## src/rtl/wb_port_arbiter_pkg.sv

```systemverilog
// Shared constants, state encoding and write-tag struct for the write-back port arbiter.
package wb_port_arbiter_pkg;

  localparam int         WB_WORD_WIDTH  = 32;
  localparam int         WB_NUM_SRC     = 3;

  localparam logic [1:0] WB_SRC_ALU     = 2'd0;
  localparam logic [1:0] WB_SRC_LOAD    = 2'd1;
  localparam logic [1:0] WB_SRC_MULDIV  = 2'd2;
  localparam logic [1:0] WB_SRC_CLEAR   = 2'd3;

  localparam logic [4:0] REG_ZERO       = 5'd0;
  localparam logic [4:0] REG_LAST       = 5'd31;

  typedef enum logic {ST_CLEAR, ST_RUN} wb_state_e;

  // Everything about a registered write except its data (data width is a module parameter).
  typedef struct packed {
    logic       we;
    logic [4:0] addr;
    logic [1:0] id;
  } wb_wr_t;

  // Round-robin successor over the three real sources; the clear id never enters rotation.
  function automatic logic [1:0] rr_next(input logic [1:0] p);
    return (p >= WB_SRC_MULDIV) ? WB_SRC_ALU : p + 2'd1;
  endfunction

endpackage

```

## src/rtl/wb_port_arbiter_rr_arb3.sv

```systemverilog
// Combinational 3-way round-robin grant: first requester at ptr, ptr+1, ptr+2 (mod 3).
module rr_arb3
  import wb_port_arbiter_pkg::*;
(
  input  logic [2:0] req,
  input  logic [1:0] ptr,
  output logic [2:0] gnt,
  output logic [1:0] idx
);

  logic [1:0] c0, c1, c2;

  always_comb begin
    c0  = (ptr > WB_SRC_MULDIV) ? WB_SRC_ALU : ptr;
    c1  = rr_next(c0);
    c2  = rr_next(c1);
    gnt = '0;
    idx = c0;
    if (req[c0]) begin
      gnt[c0] = 1'b1;
      idx     = c0;
    end else if (req[c1]) begin
      gnt[c1] = 1'b1;
      idx     = c1;
    end else if (req[c2]) begin
      gnt[c2] = 1'b1;
      idx     = c2;
    end
  end

endmodule

```

## src/rtl/wb_port_arbiter.sv

```systemverilog
// Write-back port arbiter: clears x1..x31 after reset, then round-robins ALU/load/muldiv
// onto the single register-file write port with a one-cycle registered write.
module wb_port_arbiter
  import wb_port_arbiter_pkg::*;
#(
  parameter int WORD_WIDTH     = WB_WORD_WIDTH,
  parameter bit CLEAR_ON_RESET = 1'b1
) (
  input  logic                    clk,
  input  logic                    rst,
  input  logic [2:0]              srcValid,
  input  logic [14:0]             srcAddr,
  input  logic [3*WORD_WIDTH-1:0] srcData,
  output logic [2:0]              srcReady,
  output logic                    initDone,
  output logic [4:0]              regWriteAddr,
  output logic [WORD_WIDTH-1:0]   dataToWrite,
  output logic                    toWrite,
  output logic [1:0]              grantId
);

  wb_state_e             state, state_nxt;
  logic [4:0]            clear_cnt;
  logic [1:0]            rr_ptr;
  logic [2:0]            gnt;
  logic [1:0]            gnt_idx;
  logic                  fire;
  logic [4:0]            sel_addr;
  logic [WORD_WIDTH-1:0] sel_data;
  wb_wr_t                wr_q;
  logic [WORD_WIDTH-1:0] wr_data;

  rr_arb3 u_arb (
    .req (srcValid),
    .ptr (rr_ptr),
    .gnt (gnt),
    .idx (gnt_idx)
  );

  // initDone is registered one cycle after entering RUN, so gating on it keeps grants
  // off until the last clear write has already been presented.
  always_comb begin
    srcReady = (initDone && !rst) ? gnt : 3'b000;
    fire     = |srcReady;
  end

  always_comb begin
    sel_addr = srcAddr[4:0];
    sel_data = srcData[WORD_WIDTH-1:0];
    for (int i = 0; i < WB_NUM_SRC; i++) begin
      if (gnt_idx == i[1:0]) begin
        sel_addr = srcAddr[5*i +: 5];
        sel_data = srcData[WORD_WIDTH*i +: WORD_WIDTH];
      end
    end
  end

  always_comb begin
    state_nxt = state;
    case (state)
      ST_CLEAR: if (clear_cnt == REG_LAST) state_nxt = ST_RUN;
      ST_RUN:   state_nxt = ST_RUN;
      default:  state_nxt = ST_RUN;
    endcase
  end

  always_ff @(posedge clk) begin
    if (rst) begin
      state     <= CLEAR_ON_RESET ? ST_CLEAR : ST_RUN;
      clear_cnt <= 5'd1;
      rr_ptr    <= WB_SRC_ALU;
      wr_q      <= '0;
      wr_data   <= '0;
      initDone  <= 1'b0;
    end else begin
      state    <= state_nxt;
      initDone <= (state == ST_RUN);
      if (state == ST_CLEAR) begin
        wr_q      <= '{we: 1'b1, addr: clear_cnt, id: WB_SRC_CLEAR};
        wr_data   <= '0;
        clear_cnt <= clear_cnt + 5'd1;
      end else if (fire) begin
        // $zero writes complete the handshake but never reach the register file.
        wr_q    <= '{we: (sel_addr != REG_ZERO), addr: sel_addr, id: gnt_idx};
        wr_data <= sel_data;
        rr_ptr  <= rr_next(gnt_idx);
      end else begin
        wr_q.we <= 1'b0;
      end
    end
  end

  assign toWrite      = wr_q.we;
  assign regWriteAddr = wr_q.addr;
  assign grantId      = wr_q.id;
  assign dataToWrite  = wr_data;

endmodule

```

## config.mk

```make
export PLATFORM = sky130hd
export DESIGN_NAME = wb_port_arbiter
export DESIGN_NICKNAME = d
export VERILOG_FILES = /design/src/rtl/wb_port_arbiter_pkg.sv /design/src/rtl/wb_port_arbiter_rr_arb3.sv /design/src/rtl/wb_port_arbiter.sv
export SDC_FILE = /design/constraint.sdc
export NUM_CORES = 1
export LEC_CHECK = 0
export CAP_MARGIN = 15
export CORE_MARGIN = 2
export CORE_UTILIZATION = 37
export CTS_CLUSTER_SIZE = 30
export DETAILED_ROUTE_END_ITERATION = 8
export PLACE_DENSITY = 0.81
export REMOVE_ABC_BUFFERS = 1
export SLEW_MARGIN = 25
export SYNTH_ARGS = -nofsm -noshare
export SYNTH_HDL_FRONTEND = slang
export SYNTH_SLANG_ARGS = --single-unit
export TNS_END_PERCENT = 50
```

## constraint.sdc

```tcl
create_clock -name clk -period 2.32 [get_ports clk]
set_input_delay 0.464 -clock clk [delete_from_list [all_inputs] [get_ports clk]]
set_output_delay 0.464 -clock clk [all_outputs]
set_load 0.01 [all_outputs]
```

==> results of run 1 <==
## cell families after synthesis
| group | count (synthesis) | share of synthesized area |
|---|---|---|
| compound gates | 113 | 0.2685 |
| xor+xnor | 3 | 0.008305 |
| buf+inv | 43 | 0.07790 |
| fa+ha+maj | 6 | 0.02372 |
| mux | 41 | 0.1329 |
| simple gates | 108 | 0.1787 |
| flops | 49 | 0.3100 |
## worst max path at each step
stage | startpoint | endpoint | depth (start not counted)
after floorplan | rr_ptr[1] | rr_ptr[1] | 9
after global placement | srcValid[2] | dataToWrite[26] | 9
after detailed placement | srcValid[2] | dataToWrite[17] | 9
after CTS | rr_ptr[0] | toWrite | 11
after global routing | rr_ptr[0] | rr_ptr[0] | 12
final | rr_ptr[0] | rr_ptr[0] | 12
## critical path, delay by kind of cell (launching register included)
kind | cells | cell delay (ps)
DFF | 1 | 380
AOI/OAI and AO/OA | 3 | 430
and+or+nand+nor | 3 | 620
buffers and inverters | 4 | 530
adders and majority gates | 1 | 170
muxes | 1 | 330
## per-layer routing
metal | routed length (µm) | part of all wire
met1 | 4644 | 0.40
met2 | 6035 | 0.52
met3 | 818 | 0.070
met4 | 189 | 0.016
met5 | 0 | 0
## sequential cells by signal, summed over array words and instances (netlist names)
signal        flops
regWriteAddr      5
toWrite           1
grantId           2
initDone          1
clear_cnt         5
dataToWrite      32
rr_ptr            2
state             1
## cell type report
| cell class | count | area [µm²] | share of cell area |
|---|---|---|---|
| multi-input combinational | 271 | 2171 | 0.3750 |
| clock buffer | 5 | 68.82 | 0.01189 |
| inverter | 13 | 53.80 | 0.009293 |
| timing repair buffer | 236 | 2332 | 0.4029 |
| tap | 105 | 131.4 | 0.02269 |
| clock inverter | 3 | 43.79 | 0.007564 |
| sequential | 49 | 988.4 | 0.1707 |
## power by group through the flow
stage | registers [W] | clock network, W | logic, W
detailed placement | 0.000886 | 0 | 0.000488
global placement | 0.000885 | 0 | 0.000477
finish | 0.000864 | 0.000637 | 0.000573
global route | 0.000867 | 0.000687 | 0.000614
floorplan | 0.000887 | 0 | 0.000186
CTS | 0.000864 | 0.000654 | 0.000543
## per-stage QoR
step                      setup WS (ps)  area (µm²)  std cells
after floorplan                   -1089        2967        333
final                            -222.0        5789        682
after detailed placement         -713.5        5201        657
after global placement           -609.1        5201        657
after CTS                        -209.2        5620        677
after global routing             -332.0        5789        682
## layout by cell type, fill, tap and decap left out, types with 3 or more instances in the layout
cell type,count
buf_16,3
nor2_2,6
o21ai_1,5
clkbuf_8,5
nand3b_1,4
a21oi_2,3
nor3_2,3
nand2b_1,5
mux2i_1,33
dlygate4sd2_1,3
dfxtp_1,47
nand2_1,12
mux2i_2,5
ha_4,4
buf_4,57
inv_1,11
nor3b_2,3
o2bb2ai_1,32
buf_12,5
o21ai_0,3
buf_6,11
nand4b_1,5
nor2_1,51
nand3_1,3
clkdlybuf4s50_1,153
buf_2,3
a221oi_2,4
a21oi_1,35
## what timing repair did
item                                    in CTS  in global routing
pin swaps                                   17                 16
endpoints found under the setup margin      45                 45
buffers inserted                             9                  4
resized for setup                           63                 24
gates cloned                                 3                  1
==> flow_summary.json, run 1 <==
{
  "diodes": 0,
  "worst_pin_slew_ps": 375.0,
  "fmax_mhz": 393.4,
  "maxCapViolations": 0,
  "hpwl_um": 8057,
  "routabilityCongestion": 0.8883,
  "holdPathEnd": "dataToWrite[28]",
  "cts_max_level": 2,
  "leakagePower_nw": 2.333,
  "die_x_um": 96.48,
  "slew_violations": 0,
  "grt_max_degree": 45,
  "firstDrtPassIters": 5,
  "r2r-end": "rr_ptr[0]",
  "cts_tree": "built",
  "p_total_w": 0.002074,
  "clk_pin_slew_ps": 90,
  "grt_pass1_vias": 3686,
  "seq_power_share": 0.417,
  "cts_sinks": 49,
  "synth_cell_types": 59,
  "area_delta_synth_final_pct": 82.96,
  "clock_path_buffers": 2,
  "swShare": 0.2596,
  "holdCritPathClass": "reg -> reg",
  "n_fill_cell": 623,
  "grt_overflow": 0,
  "cp.required_ps": 2550,
  "initial_core_util": 0.3832,
  "cp_max_fo": 4,
  "critPathSlowestCell": "or3_1",
  "synth-edff-count": 0,
  "setup_violations": 45,
  "p_clk_frac": 0.307,
  "use_met2": 0.4363,
  "drive_gt1_frac": 0.2496,
  "synth_cells": 363,
  "num_vias": 3614,
  "die_area_mm2": 0.009307,
  "cts_buffers": 5,
  "syn_area_mm2": 0.003164,
  "max_slew_margin": 0.7500,
  "ant_nets": 0,
  "fin_crit_sh": 1.096,
  "max_stage_delay_ps": 410,
  "dieHeight_um": 96.48,
  "antenna_found_initial": 0,
  "crit_chain": "buf_6 -> ha_4 -> mux2_4 -> a21oi_4 -> buf_4 -> nor2_2 -> nor3_2 -> buf_4 -> buf_4 -> o31ai_4 -> or3_1 -> a21oi_2",
  "worstHoldPathCells": 1,
  "viasPerCell": 5.299,
  "power_frac_comb": 0.276,
  "rows": 33,
  "synth_top_area_frac": 0.3100,
  "nNetsFinal": 698,
  "crit_type": "reg -> reg",
  "p_int_w": 0.001536,
  "ys_seq_area_frac": 0.3100,
  "ios": 160,
  "grtUsageMet3": 0.07060,
  "power_switching_w": 0.0005383,
  "grt_use_total": 0.2449,
  "arrival_ps": 2770,
  "fin_ws_ps": -222.0,
  "rsz0062_at_grt": "yes",
  "routed_wl_um": 11690,
  "end_kind": "flip-flop",
  "cts-hold-fix-buffers": 0,
  "power.density_mw_per_mm2": 358.2,
  "netlist_top_cells_area": "dfxtp_1 (31%), mux2i_1 (12%), o2bb2ai_1 (9.1%)",
  "syn_area_per_cell_um2": 8.717,
  "drt_iter0_drc": 82,
  "grt-busiest-layer": "met2",
  "rr_worst_depth": 12,
  "synthFlopType": "dfxtp_1",
  "route.detailed.drc": 0,
  "violations": "negative setup slack",
  "synth_warnings": 0,
  "r2r_slack_ps": -220,
  "port_buffers": 159,
  "skew_ps": 10.64,
  "period_minus_slack_ps": 2542,
  "status": "finished with violations",
  "synth_largest_area_cell": "dfxtp_1",
  "critPathLaunchType": "flip-flop",
  "synth_seq_cells": 49,
  "reg2reg_from": "rr_ptr[0]",
  "crit_path_frequent_cell": "buf_4",
  "worst_hold_slack_ps": 470.5,
  "final_hold_viol_count": 0,
  "async_reset_ff_frac": 0,
  "fp.coreArea_mm2": 0.008258,
  "worst_skew_pair.late_latency_ps": 310,
  "fin_tns_setup_ps": -7230,
  "grt_util_met1": 0.2804,
  "ctsRootBufferMaster": "clkbuf_8",
  "synth_common_cells": "nor2_1 (57), dfxtp_1 (49), a21oi_1 (38), mux2i_1 (38), o2bb2ai_1 (33)",
  "fin_util": 0.7011,
  "synth_most_common_cell": "nor2_1",
  "grt_first_pass_wirelength_um": 17600,
  "wl_per_cell_um": 17.14,
  "ir_drop_mv": 0.2317,
  "hold_path.startpoint": "dataToWrite[28]"
}
Note: power is estimated with default switching activity, not from simulation.
==> run 2: changes to the inputs <==
--- a/config.mk
+++ b/config.mk
@@ -12,6 +12,7 @@
 export DETAILED_ROUTE_END_ITERATION = 8
 export PLACE_DENSITY = 0.81
 export REMOVE_ABC_BUFFERS = 1
+export SKIP_LAST_GASP = 1
 export SLEW_MARGIN = 25
 export SYNTH_ARGS = -nofsm -noshare
 export SYNTH_HDL_FRONTEND = slang
==> run 2 against run 1 <==
The run still ends with negative setup slack left. Power down 0.40%. Flip-flop and latch count unchanged. First-iteration DRC count down 3.7%. Largest cell class unchanged.
==> flow_summary.json, run 2 (synthesized netlist as in run 1, its figures left out) <==
{
  "clock_path_buffers": 2,
  "rr_worst_depth": 10,
  "crit_family": "compound AO/OA/AOI/OAI gates",
  "die_x_um": 96.48,
  "grt_first_pass_wirelength_um": 17420,
  "reg2reg_from": "rr_ptr[0]",
  "grt_overflow": 0,
  "leakagePower_nw": 2.311,
  "rows": 33,
  "final_common_cell": "clkdlybuf4s50_1",
  "period_minus_slack_ps": 2529,
  "hpwl_um": 8057,
  "status": "finished with violations",
  "crit_end": "srcReady[1]",
  "fmax_mhz": 395.3,
  "ios": 160,
  "grt_max_degree": 45,
  "final_hold_viol_count": 0,
  "cts_sinks": 49,
  "r2r-end": "dataToWrite[17]",
  "clk_pin_slew_ps": 90,
  "n_fill_cell": 639,
  "cp.depth": 7,
  "route.detailed.drc": 0,
  "fin_crit_sh": 1.090,
  "cp.required_ps": 1860,
  "cts_tree": "built",
  "worst_skew_pair.late_latency_ps": 310,
  "cts_max_level": 2,
  "drive_gt1_frac": 0.2365,
  "crit_type": "reg -> out",
  "grt_use_total": 0.2424,
  "ant_nets": 0,
  "routed_wl_um": 11550,
  "r2r_slack_ps": -210,
  "power.density_mw_per_mm2": 361.0,
  "holdCritPathClass": "reg -> reg",
  "routabilityCongestion": 0.8883,
  "wl_per_cell_um": 16.98,
  "setup_violations": 45,
  "viasPerCell": 5.337,
  "skew_ps": 11.19,
  "worstHoldPathCells": 1,
  "arrival_ps": 2070,
  "initial_core_util": 0.3832,
  "p_total_w": 0.002065,
  "cp_max_fo": 5,
  "pre_cts_ws_ps": -713.5,
  "fp.coreArea_mm2": 0.008258,
  "critPathSlowestCell": "dfxtp_4",
  "fin_ws_ps": -209.5,
  "die_area_mm2": 0.009307,
  "slew_violations": 0,
  "drt_iter0_drc": 79,
  "antenna_found_initial": 0,
  "fin_util": 0.6929,
  "nNetsFinal": 696,
  "port_buffers": 159,
  "area_delta_synth_final_pct": 80.82,
  "crit_start": "rr_ptr[0]",
  "critPathLaunchType": "flip-flop",
  "crit_buf_inv": 2,
  "crit_chain": "buf_6 -> ha_4 -> mux2_4 -> a21oi_4 -> nor2_2 -> a311oi_4 -> buf_2",
  "maxCapViolations": 0,
  "cts_buffers": 5,
  "largest_reg_flops": 32,
  "firstDrtPassIters": 6,
  "num_vias": 3629,
  "ir_drop_mv": 0.2315,
  "diodes": 0,
  "worst_pin_slew_ps": 354.6,
  "layout_common_cells": "clkdlybuf4s50_1 (153), buf_4 (59), nor2_1 (53)",
  "max_stage_delay_ps": 380,
  "ctsRootBufferMaster": "clkbuf_8",
  "fin_tns_setup_ps": -7279,
  "violations": "negative setup slack",
  "rsz0062_at_grt": "yes",
  "end_kind": "output port",
  "max_slew_margin": 0.7616,
  "dieHeight_um": 96.48,
  "grt_pass1_vias": 3681
}
run 2: changes by cell type in the layout (fill, tap and decap cells not counted), sizes merged:
cell / previous run / this run
buf: 79 / 77
run 2: final cells by class:
type | instances | area, µm² | share of cell area
timing repair buffer | 234 | 2302 | 0.4024
multi-input combinational | 271 | 2136 | 0.3733
sequential | 49 | 988.4 | 0.1728
tap | 105 | 131.4 | 0.02296
clock buffer | 5 | 68.82 | 0.01203
inverter | 13 | 51.30 | 0.008966
clock inverter | 3 | 43.79 | 0.007654
run 2: power breakdown:
group / leakage [nW] / switching (W) / internal, W
sequential: 0.399 / 0.0000112 / 0.000853
combinational: 1.85 / 0.000209 / 0.000355
clock: 0.0585 / 0.000314 / 0.000324
total: 2.31 / 0.000534 / 0.00153
run 2: routing by layer:
| metal | vias up | share of wire | GRT usage |
|---|---|---|---|
| met5 | - | 0 | 0 |
| met2 | 141 | 0.51 | 0.4352 |
| met1 | 1716 | 0.40 | 0.2756 |
| met3 | 22 | 0.067 | 0.06594 |
| li1 | 1750 | - | - |
| met4 | 0 | 0.020 | 0.08451 |
run 2: worst min path at each step:
stage	start	end	slack [ps]
floorplan	rr_ptr[0]	rr_ptr[0]	460
global placement	dataToWrite[21]	dataToWrite[21]	440
detailed placement	dataToWrite[18]	dataToWrite[18]	450
CTS	dataToWrite[28]	dataToWrite[28]	480
global route	dataToWrite[21]	dataToWrite[21]	490
finish	dataToWrite[28]	dataToWrite[28]	470
run 2: worst reg2reg max path: stages, from the launching register on:
cell and delay (ps):
dfxtp_4 380, buf_6 120, ha_4 170, mux2_4 330, a21oi_4 230, a311oi_4 140
buf_4 180, or3_4 420, nor2_4 130, buf_12 200, o2bb2ai_1 170
run 2: repair_timing:
item	in CTS	in global routing
setup endpoints to repair	45	45
resized for setup	53	18
pin swaps	15	10
gates cloned	3	1
hold endpoints to repair	0	0
hold buffers	0	0
buffers inserted	9	2
run 2: stage by stage:
step	hold WS, ps	cells	cell area, µm²
floorplan	464.3	333	2967
global placement	442.7	657	5201
detailed placement	447.3	657	5201
CTS	475.4	677	5590
global route	488.1	680	5722
finish	471.6	680	5722
==> run 3: changes to the inputs <==
--- a/config.mk
+++ b/config.mk
@@ -5,7 +5,7 @@
 export SDC_FILE = /design/constraint.sdc
 export NUM_CORES = 1
 export LEC_CHECK = 0
-export CAP_MARGIN = 15
+export CAP_MARGIN = 20
 export CORE_MARGIN = 2
 export CORE_UTILIZATION = 37
 export CTS_CLUSTER_SIZE = 30
@@ -17,4 +17,4 @@
 export SYNTH_ARGS = -nofsm -noshare
 export SYNTH_HDL_FRONTEND = slang
 export SYNTH_SLANG_ARGS = --single-unit
-export TNS_END_PERCENT = 50
+export TNS_END_PERCENT = 5
==> run 3 against run 2 <==
The run still ends with negative setup slack left. Via count decreased by 0.94%. Global-route usage about the same. Flip-flop and latch count unchanged. Clock power about the same. Count of clock-buffer cells in the layout unchanged. Cell count decreased by 0.44%. Utilization decreased by 0.70 points. Design area decreased by 1.0%. Critical path type is now reg -> reg. Critical endpoint is now dataToWrite[12]. Largest power group unchanged. Highest routed layer unchanged.
==> flow_summary.json, run 3 (synthesized netlist as in run 1, its figures left out) <==
{
  "maxCapViolations": 0,
  "grt_max_degree": 45,
  "cp.required_ps": 2520,
  "fp.coreArea_mm2": 0.008258,
  "reg2reg_from": "rr_ptr[0]",
  "leakagePower_nw": 2.291,
  "crit_chain": "inv_2 -> ha_4 -> buf_4 -> or3b_1 -> a21o_1 -> a32o_2 -> buf_6 -> buf_16 -> mux2i_1 -> nor2_1 -> a21oi_1 -> o2bb2ai_1",
  "wl_per_cell_um": 16.80,
  "grt_overflow": 0,
  "worst_skew_pair.late_latency_ps": 310,
  "num_vias": 3595,
  "clock_path_buffers": 2,
  "cts_tree": "built",
  "skew_ps": 10.55,
  "cts_buffers": 5,
  "r2r-end": "dataToWrite[12]",
  "die_area_mm2": 0.009307,
  "rows": 33,
  "critPathSlowestCell": "dfxtp_4",
  "holdCritPathClass": "reg -> reg",
  "p_total_w": 0.002050,
  "arrival_ps": 2720,
  "dieHeight_um": 96.48,
  "max_slew_margin": 0.7620,
  "area_delta_synth_final_pct": 79.00,
  "firstDrtPassIters": 4,
  "viasPerCell": 5.310,
  "antenna_found_initial": 0,
  "grt_pass1_vias": 3674,
  "die_x_um": 96.48,
  "seq_area_um2": 988.4,
  "multi_input_area_mm2": 0.002095,
  "final_common_cell": "clkdlybuf4s50_1",
  "fin_crit_sh": 1.089,
  "r2r_slack_ps": -210,
  "rr_worst_depth": 12,
  "port_buffers": 159,
  "max_stage_delay_ps": 390,
  "cts_max_level": 2,
  "drt_iter0_drc": 84,
  "worstHoldPathCells": 1,
  "crit_buf_inv": 4,
  "initial_core_util": 0.3832,
  "routabilityCongestion": 0.8883,
  "clk_pin_slew_ps": 100,
  "crit_family": "compound AO/OA/AOI/OAI gates",
  "violations": "negative setup slack",
  "final_hold_viol_count": 0,
  "cts-hold-fix-buffers": 0,
  "worst_pin_slew_ps": 353.2,
  "n_fill_cell": 648,
  "ir_drop_mv": 0.2300,
  "drive_gt1_frac": 0.2203,
  "grt_first_pass_wirelength_um": 17420,
  "slew_violations": 0,
  "fmax_mhz": 395.8,
  "cts_sinks": 49,
  "critPathLaunchType": "flip-flop",
  "power.density_mw_per_mm2": 362.0,
  "nNetsFinal": 693,
  "largest_reg_flops": 32,
  "hpwl_um": 8057,
  "ant_nets": 0,
  "layout_common_cells": "clkdlybuf4s50_1 (153), buf_4 (56), nor2_1 (55)",
  "fin_ws_ps": -206.2,
  "status": "finished with violations",
  "holdPathEnd": "dataToWrite[31]",
  "setup_violations": 44,
  "diodes": 0,
  "ctsRootBufferMaster": "clkbuf_8",
  "hold_path.startpoint": "dataToWrite[31]",
  "ios": 160,
  "cp_max_fo": 6,
  "routed_wl_um": 11370,
  "fin_util": 0.6859,
  "period_minus_slack_ps": 2526,
  "end_kind": "flip-flop",
  "route.detailed.drc": 0,
  "grt_use_total": 0.2419,
  "rsz0062_at_grt": "yes",
  "crit_type": "reg -> reg"
}
-- run 3: cell count changes in the layout (fill, tap and decap cells not counted), moves of 2 or more --
cell     previous run  this run
buf_4              59        56
mux2i_1            33        35
mux2i_2             5         3
nor2_1             53        55
nor2_2              4         2
-- run 3: cell type report --
class	count	area share
timing repair buffer	231	0.4036
multi-input combinational	271	0.3698
sequential	49	0.1745
tap	105	0.02319
clock buffer	5	0.01215
inverter	13	0.009057
clock inverter	3	0.007731
-- run 3: what timing repair did --
action / in CTS / in global routing
pin swaps: 15 / 8
gates resized for setup: 51 / 9
buffers inserted: 8 / 0
setup endpoints to repair: 45 / 45
cloned: 3 / 1
-- run 3: metal layers --
metal / up-vias / share of wire / global-route usage
li1: 1745 / - / -
met1: 1694 / 0.40 / 0.2742
met2: 137 / 0.51 / 0.4329
met3: 19 / 0.070 / 0.06749
met4: 0 / 0.021 / 0.08685
met5: - / 0 / 0
-- run 3: where the power goes --
group          leakage [nW]  internal [W]  total, W  switching, W
clock network        0.0585      0.000324  0.000635      0.000311
registers             0.399      0.000853  0.000864     0.0000115
logic                  1.83      0.000348  0.000551      0.000203
total                  2.29       0.00152   0.00205      0.000525
-- run 3: through the flow --
stage	setup WS, ps	cells	hold WS, ps	setup TNS [ps]	instance area [µm²]
2_1_floorplan	-1089	333	464.3	-38600	2967
3_3_place_gp	-609.1	657	442.7	-25810	5201
3_5_place_dp	-713.5	657	447.3	-28970	5201
4_1_cts	-209.2	676	475.4	-6339	5587
5_1_grt	-309.7	677	488.1	-11930	5664
6_report	-206.2	677	472.4	-7090	5664
-- run 3: worst max-delay path by stage --
stage	from	end	slack, ps	cells past startpoint
global placement	srcValid[2]	dataToWrite[26]	-610	9
floorplan	rr_ptr[1]	rr_ptr[1]	-1090	9
CTS	rr_ptr[0]	toWrite	-210	11
global route	rr_ptr[0]	srcReady[1]	-310	7
detailed placement	srcValid[2]	dataToWrite[17]	-710	9
finish	rr_ptr[0]	dataToWrite[12]	-210	12
-- run 3: worst reg2reg max path, stage by stage (launching register included) --
cell,delay [ps]
dfxtp_4,390
inv_2,70
ha_4,180
buf_4,150
or3b_1,340
a21o_1,190
a32o_2,350
buf_6,160
buf_16,130
mux2i_1,170
nor2_1,70
a21oi_1,140
o2bb2ai_1,90
